**config.mk**
```make
export PLATFORM = sky130hd
export DESIGN_NAME = gear_adder_ecu
export DESIGN_NICKNAME = d
export VERILOG_FILES = /design/src/rtl/gear_adder_ecu.sv
export SDC_FILE = /design/constraint.sdc
export NUM_CORES = 1
export LEC_CHECK = 0
export ABC_AREA = 0
export CAP_MARGIN = 20
export CELL_PAD_IN_SITES_DETAIL_PLACEMENT = 2
export CELL_PAD_IN_SITES_GLOBAL_PLACEMENT = 2
export CORE_MARGIN = 5
export CORE_UTILIZATION = 34
export DETAILED_ROUTE_END_ITERATION = 7
export GPL_ROUTABILITY_DRIVEN = 0
export GPL_TIMING_DRIVEN = 0
export PLACE_DENSITY_LB_ADDON = 0.1
export SYNTH_ARGS = -nofsm -noshare
export SYNTH_HDL_FRONTEND = slang
export SYNTH_SLANG_ARGS = --single-unit
```
**constraint.sdc**
```tcl
create_clock -name clk_i -period 7 [get_ports clk_i]
set_input_delay 2.1 -clock clk_i [delete_from_list [all_inputs] [get_ports clk_i]]
set_output_delay 2.1 -clock clk_i [all_outputs]
set_load 0.02 [all_outputs]
```
**src/rtl/gear_adder_ecu.sv**
```systemverilog
// GeAr approximate adder with a sequential error-correction loop: approximate results in one
// cycle, or exact results after injecting one missed sub-adder carry per cycle.
module gear_adder_ecu #(
    parameter int unsigned N = 16,
    parameter int unsigned R = 2,
    parameter int unsigned P = 4,
    localparam int unsigned K = (N - P) / R,
    localparam int unsigned CW = $clog2(K)
) (
    input  logic          clk_i,
    input  logic          rst_n,
    input  logic          in_valid_i,
    output logic          in_ready_o,
    input  logic          mode_i,
    input  logic [N-1:0]  in1_i,
    input  logic [N-1:0]  in2_i,
    output logic          out_valid_o,
    input  logic          out_ready_i,
    output logic [N:0]    res_o,
    output logic          err_o,
    output logic [CW-1:0] corr_cycles_o
);

    localparam int unsigned W = R + P;

    if (R < 1 || P < 1 || N <= R + P || (N - P) % R != 0) begin : g_bad_params
        $error("gear_adder_ecu: illegal N/R/P combination");
    end

    typedef enum logic [1:0] {StIdle, StCalc, StDone} state_e;

    state_e        state_q;
    logic [N-1:0]  a_q, b_q;
    logic          mode_q;
    logic [K-1:1]  c_q;
    logic [CW-1:0] cnt_q;
    logic [N:0]    res_q;
    logic          err_q;
    logic [CW-1:0] corr_q;
    logic          valid_q;

    logic [K-1:0]  cin;
    logic [W:0]    sub_sum;
    logic [N:0]    gear_res;
    logic [K-1:1]  err_vec;
    logic [K-1:1]  fix_vec;
    logic          err_now;

    assign cin = {c_q, 1'b0};

    always_comb begin
        sub_sum  = '0;
        gear_res = '0;
        err_vec  = '0;
        for (int unsigned i = 0; i < K; i++) begin
            sub_sum = {1'b0, a_q[i*R +: W]} + {1'b0, b_q[i*R +: W]} + {{W{1'b0}}, cin[i]};
            if (i == 0) begin
                gear_res[W-1:0] = sub_sum[W-1:0];
            end else begin
                gear_res[i*R+P +: R] = sub_sum[W-1:P];
            end
            if (i == K - 1) begin
                gear_res[N] = sub_sum[W];
            end else begin
                // Carry into relative bit R recovered from the sum bit and both operand bits.
                err_vec[i+1] = (sub_sum[R] ^ a_q[i*R+R] ^ b_q[i*R+R]) & ~cin[i+1];
            end
        end
    end

    assign err_now = |err_vec;
    assign fix_vec = err_vec & (-err_vec);

    always_ff @(posedge clk_i or negedge rst_n) begin
        if (!rst_n) begin
            state_q <= StIdle;
            a_q     <= '0;
            b_q     <= '0;
            mode_q  <= 1'b0;
            c_q     <= '0;
            cnt_q   <= '0;
            res_q   <= '0;
            err_q   <= 1'b0;
            corr_q  <= '0;
            valid_q <= 1'b0;
        end else begin
            unique case (state_q)
                StIdle: begin
                    if (in_valid_i) begin
                        a_q     <= in1_i;
                        b_q     <= in2_i;
                        mode_q  <= mode_i;
                        c_q     <= '0;
                        cnt_q   <= '0;
                        state_q <= StCalc;
                    end
                end
                StCalc: begin
                    if (!mode_q || !err_now) begin
                        res_q   <= gear_res;
                        corr_q  <= cnt_q;
                        err_q   <= mode_q ? (cnt_q != '0) : err_now;
                        valid_q <= 1'b1;
                        state_q <= StDone;
                    end else begin
                        c_q   <= c_q | fix_vec;
                        cnt_q <= cnt_q + CW'(1);
                    end
                end
                StDone: begin
                    if (out_ready_i) begin
                        valid_q <= 1'b0;
                        state_q <= StIdle;
                    end
                end
                default: state_q <= StIdle;
            endcase
        end
    end

    assign in_ready_o    = (state_q == StIdle);
    assign out_valid_o   = valid_q;
    assign res_o         = res_q;
    assign err_o         = err_q;
    assign corr_cycles_o = corr_q;

endmodule

```
# == Word level (Yosys, flattened, before mapping) ==
# Index checks and enable logic that the tools add are counted.
# totals
ram_bits,0
inputBits,37
romBits,0
mem_count,0
ff_bits,65
latch_bits,0
# op_classes
shift,0
n_addsub,13
reduce_logical,13
n_lt_le_gt_ge,0
n_eq_ne,6
bitwise,22
multipliers,0
div_mod_pow,0
mux,14
# ops
cell,n
$add A6 B6 Y6,5
$add A6 B1 Y6,4
$mux W5,2
$pmux W5 S2,1
$xor A1 B1 Y1,10
$reduce_and A3 Y1,3
$ne A2 B2 Y1 const B,4
$add A6 B6 Y7,1
$add A7 B1 Y7,1
$mux W2,3
$mux W3,2
$pmux W2 S3,1
$pmux W3 S2,1
$and A1 B1 Y1,5
$and A5 B5 Y5,1
$neg A5 Y5,1
$not A1 Y1,5
$or A5 B5 Y5,1
$reduce_or A5 Y1,1
$reduce_and A2 Y1,2
$reduce_bool A2 Y1,2
$add A3 B1 Y3 const B,1
$mux W1,3
$reduce_bool A3 Y1,1
other kinds (6),7

# == Depth between registers and ports, before layout ==
# logic_depth
ltp_word,10
depth_mapped,9
mapped_depth_nobuf,8

# == Worst setup path before layout ==
# Ideal clock, no wire load.
# synth_path
path_kind,input to register
startpoint,input port in_valid_i
endpoint,register c_q[1] in the netlist's numbering
path_buffers,2
required_time_ns,6.868
path_slack_ns,4.056
cell_stages,4
setup_time_ns,0.132
arrival_time_ns,2.813
cell_sequence,and2_1 clkbuf_1 clkbuf_1 nor2_1
# synth_between
elab_chain_cells,2
# synth_rtl
item,line_no,source
start: declaration,12,"input logic in_valid_i,"
$ne A2 B2 Y1 (no source line),n/a,
$reduce_and A3 Y1 (no source line),n/a,
end signal: assignment,106,c_q <= c_q | fix_vec;
end: declaration,35,logic [K-1:1] c_q;
# Every way passes these cells.
# A chain may end at the register's enable or synchronous reset.

# == Worst setup path after layout ==
# layout_path
startpoint,register state_q[0]
endpoint,output port in_ready_o
# layout_between
elab_chain_cells,1
# layout_rtl
item,line_no,source
start: declaration,32,state_e state_q;
start signal: assignment,76,state_q <= StIdle;
start signal: assignment,95,state_q <= StCalc;
start signal: assignment,104,state_q <= StDone;
$logic_not A2 Y1,121,assign in_ready_o = (state_q == StIdle);
end: declaration,13,"output logic in_ready_o,"
# Every way passes these cells.

==> results by group <==
Floorplanning
  • Initial Utilization: 0.3472
  • Site Rows: 37
  • IO Count: 60
  • Die Wd: 112.7 um
  • Die height: 112.7 um
  • CORE AREA: 0.01032 mm^2
  • Die area: 0.01270 mm^2

CTS
  • Post-CTS Hold Fix Bufs: 0
  • Reg clk slew, reported paths: 0.07 ns
  • CTS tree: built
  • Clock Latency Late Sink: 0.35 ns
  • Clock Sinks: 65
  • H-tree Lvls: 3
  • Postcts setup bufs: 0
  • Clk Tree Root Cell: clkbuf_8
  • Max clock buf depth: 2
  • CTS buffer count: 9
  • Cells resized by post-CTS repair: 0

Worst setup path
  • Setup CP Type: register to output pin
  • Critical path data required time: 4.90 ns
  • Worst path buffer plus inverter count: 1
  • Slowest-stage cell, CP: clkdlybuf4s50_1
  • CP Data Arrival Time: 1.65 ns
  • Delay-heaviest family, CP: buffers and inverters
  • Worst-path fanout max: 5
  • Startpoint Class: register
  • Crit path largest cell delay: 0.65 ns
  • Sequence of cells on the critical path: nor2_1, clkdlybuf4s50_1
  • Crit end category: output pin

STA
  • RSZ-0062 raised after global routing: no
  • Slew Limit Fails: 0
  • Final Setup Violations: 0
  • Final hold vios: 0
  • Fmax: 266.5 MHz
  • Hold WS: 0.4928 ns
  • Min cycle time layout: 3.753 ns
  • Worst slew pin tran: 0.8348 ns
  • Fin crit share: 0.5361
  • Setup TNS: 0 ns
  • Normalized max-slew margin: 0.4435
  • Clk_skew: 0.008721 ns

Final layout
  • Layout cells sized above 1: 0.1227
  • Final #Nets: 483
  • # diodes: 0
  • Finished Core Util: 0.4429
  • Area grow syn2layout: 27.54%

Hold path
  • Worst Hold Class: register to register

Placed design
  • DP HPWL: 7059 um
  • I/O Buffers: 59

Synth
  • Post-synth EDFFs: 0
  • Synth warn: 0
  • Top cell types by occurrence after synthesis: nand2_1, dfrtp_1, nor2_1
  • Distinct cells, synth: 51
  • Cell area after synthesis: 0.003585 mm^2
  • Most frequent cell after synthesis: nand2_1
  • Ys flop type: dfrtp_1
  • Top cell type's share of synthesized area: 0.4538
  • FFs w/ async S/R, synth: 1.000
  • Synth area leaders: dfrtp_1, nand2_1, mux2_4, ha_1, xnor2_1
  • Synthesized flop and latch total: 65
  • Syn nets: 413
  • Seq/Total Area, Yosys: 0.4538
  • Avg Cell Area, Syn: 10.04 um^2
  • Most area-hungry cell type in the Yosys netlist: dfrtp_1
  • Gate Count Post-Synth: 357

Routing
  • Total Wirelength: 9783 um
  • Initial drt markers: 69
  • WL/cell: 17.22 um
  • ANT nets after route: 0
  • DRC Markers: 0
  • Post-DR vias/cell: 4.995
  • Detailed Routing Iterations Pass 1: 4
  • Vias: 2837

Run
  • Max_cap viols: 0

GRT
  • Initial antenna violation count: 0
  • First-pass GRT wire length: 16210 um
  • GR Util All Layers: 0.1613
  • GRT overflow: 0
  • Vias in the first global route: 3161
  • Largest net degree at the start of global routing: 66

Pwr
  • LEAKAGE: 2.160 nW
  • Power Density: 614.9 mW/mm^2
  • Total power: 2.811 mW
  • Worst IR drop on VDD: 207.7 uV

Run status
  • Status: finished, final reports clean
[routing by layer]
metal | GRT usage | up-vias | share of wire
met5 | 0 | - | 0
met4 | 0.05288 | 0 | 0.012
met3 | 0.03127 | 10 | 0.032
met2 | 0.2749 | 44 | 0.50
met1 | 0.2050 | 1437 | 0.46
li1 | - | 1346 | -
[through the flow]
step | setup slack [ns] | instances | cell area (um^2)
floorplan | 4.056 | 357 | 3585
CTS | 3.240 | 568 | 4572
global placement | 1.452 | 552 | 4345
global route | 3.141 | 568 | 4572
finish | 3.247 | 568 | 4572
detailed placement | 2.903 | 552 | 4343
[logic make-up after synthesis]
kind of cell             synth area share
XOR/XNOR                          0.07086
flip-flops                         0.4538
buffers and inverters             0.02478
adder cells (fa/ha/maj)           0.06841
multiplexers                      0.08586
AND/OR/NAND/NOR                    0.1773
AO/OA/AOI/OAI                      0.1190
[tightest hold or removal path, delay by kind of cell (launching register included)]
family,cells,cell delay (ns)
flops,1,0.35
simple gates,2,0.12
[flip-flops by register name (all words and copies together) (netlist names)]
name,cells
a_q,16
cnt_q,3
mode_q,1
out_valid_o,1
corr_cycles_o,3
res_o,17
err_o,1
state_q,2
b_q,16
c_q,5
[final cells by class]
class / instances / area [um^2]
clock inverter: 6 / 91.34
inverter: 6 / 22.52
clock buffer: 10 / 137.6
buffer: 13 / 66.31
multi-input combinational: 273 / 1869
sequential: 65 / 1627
timing repair buffer: 59 / 588.1
tap: 136 / 170.2
fill: 1135 / 5752
[power by group]
group	switching [mW]	leakage [nW]	total, mW	internal, mW
Sequential	0.136	0.813	0.688	0.552
Combinational	0.941	1.24	1.75	0.811
Clock	0.160	0.105	0.371	0.211
[path summary, 6_finish.rpt]
| path | startpoint | end | slack [ns] | depth (start not counted) |
|---|---|---|---|---|
| max | state_q[0] | in_ready_o | 3.25 | 2 |
| min | b_q[5] | b_q[5] | 0.49 | 2 |
| max reg2reg | a_q[0] | res_o[8] | 4.07 | 9 |
| min reg2reg | b_q[5] | b_q[5] | 0.49 | 2 |
| max in group asynchronous | rst_n | a_q[9] | 4.61 | 1 |
| min in group asynchronous | rst_n | a_q[0] | 1.84 | 1 |
[cell usage in the layout (no fill, tap or decap), drive strengths merged, types with 6 or more instances in the layout]
cell / n
a211oi: 7
ha: 18
xor2: 9
inv: 6
clkdlybuf4s50: 58
dfrtp: 65
nor3: 8
clkbuf: 17
nor2: 20
mux2: 21
nand2: 111
a21o: 7
a21oi: 14
xnor2: 14
buf: 7
Power figures use the tool's default switching activity.
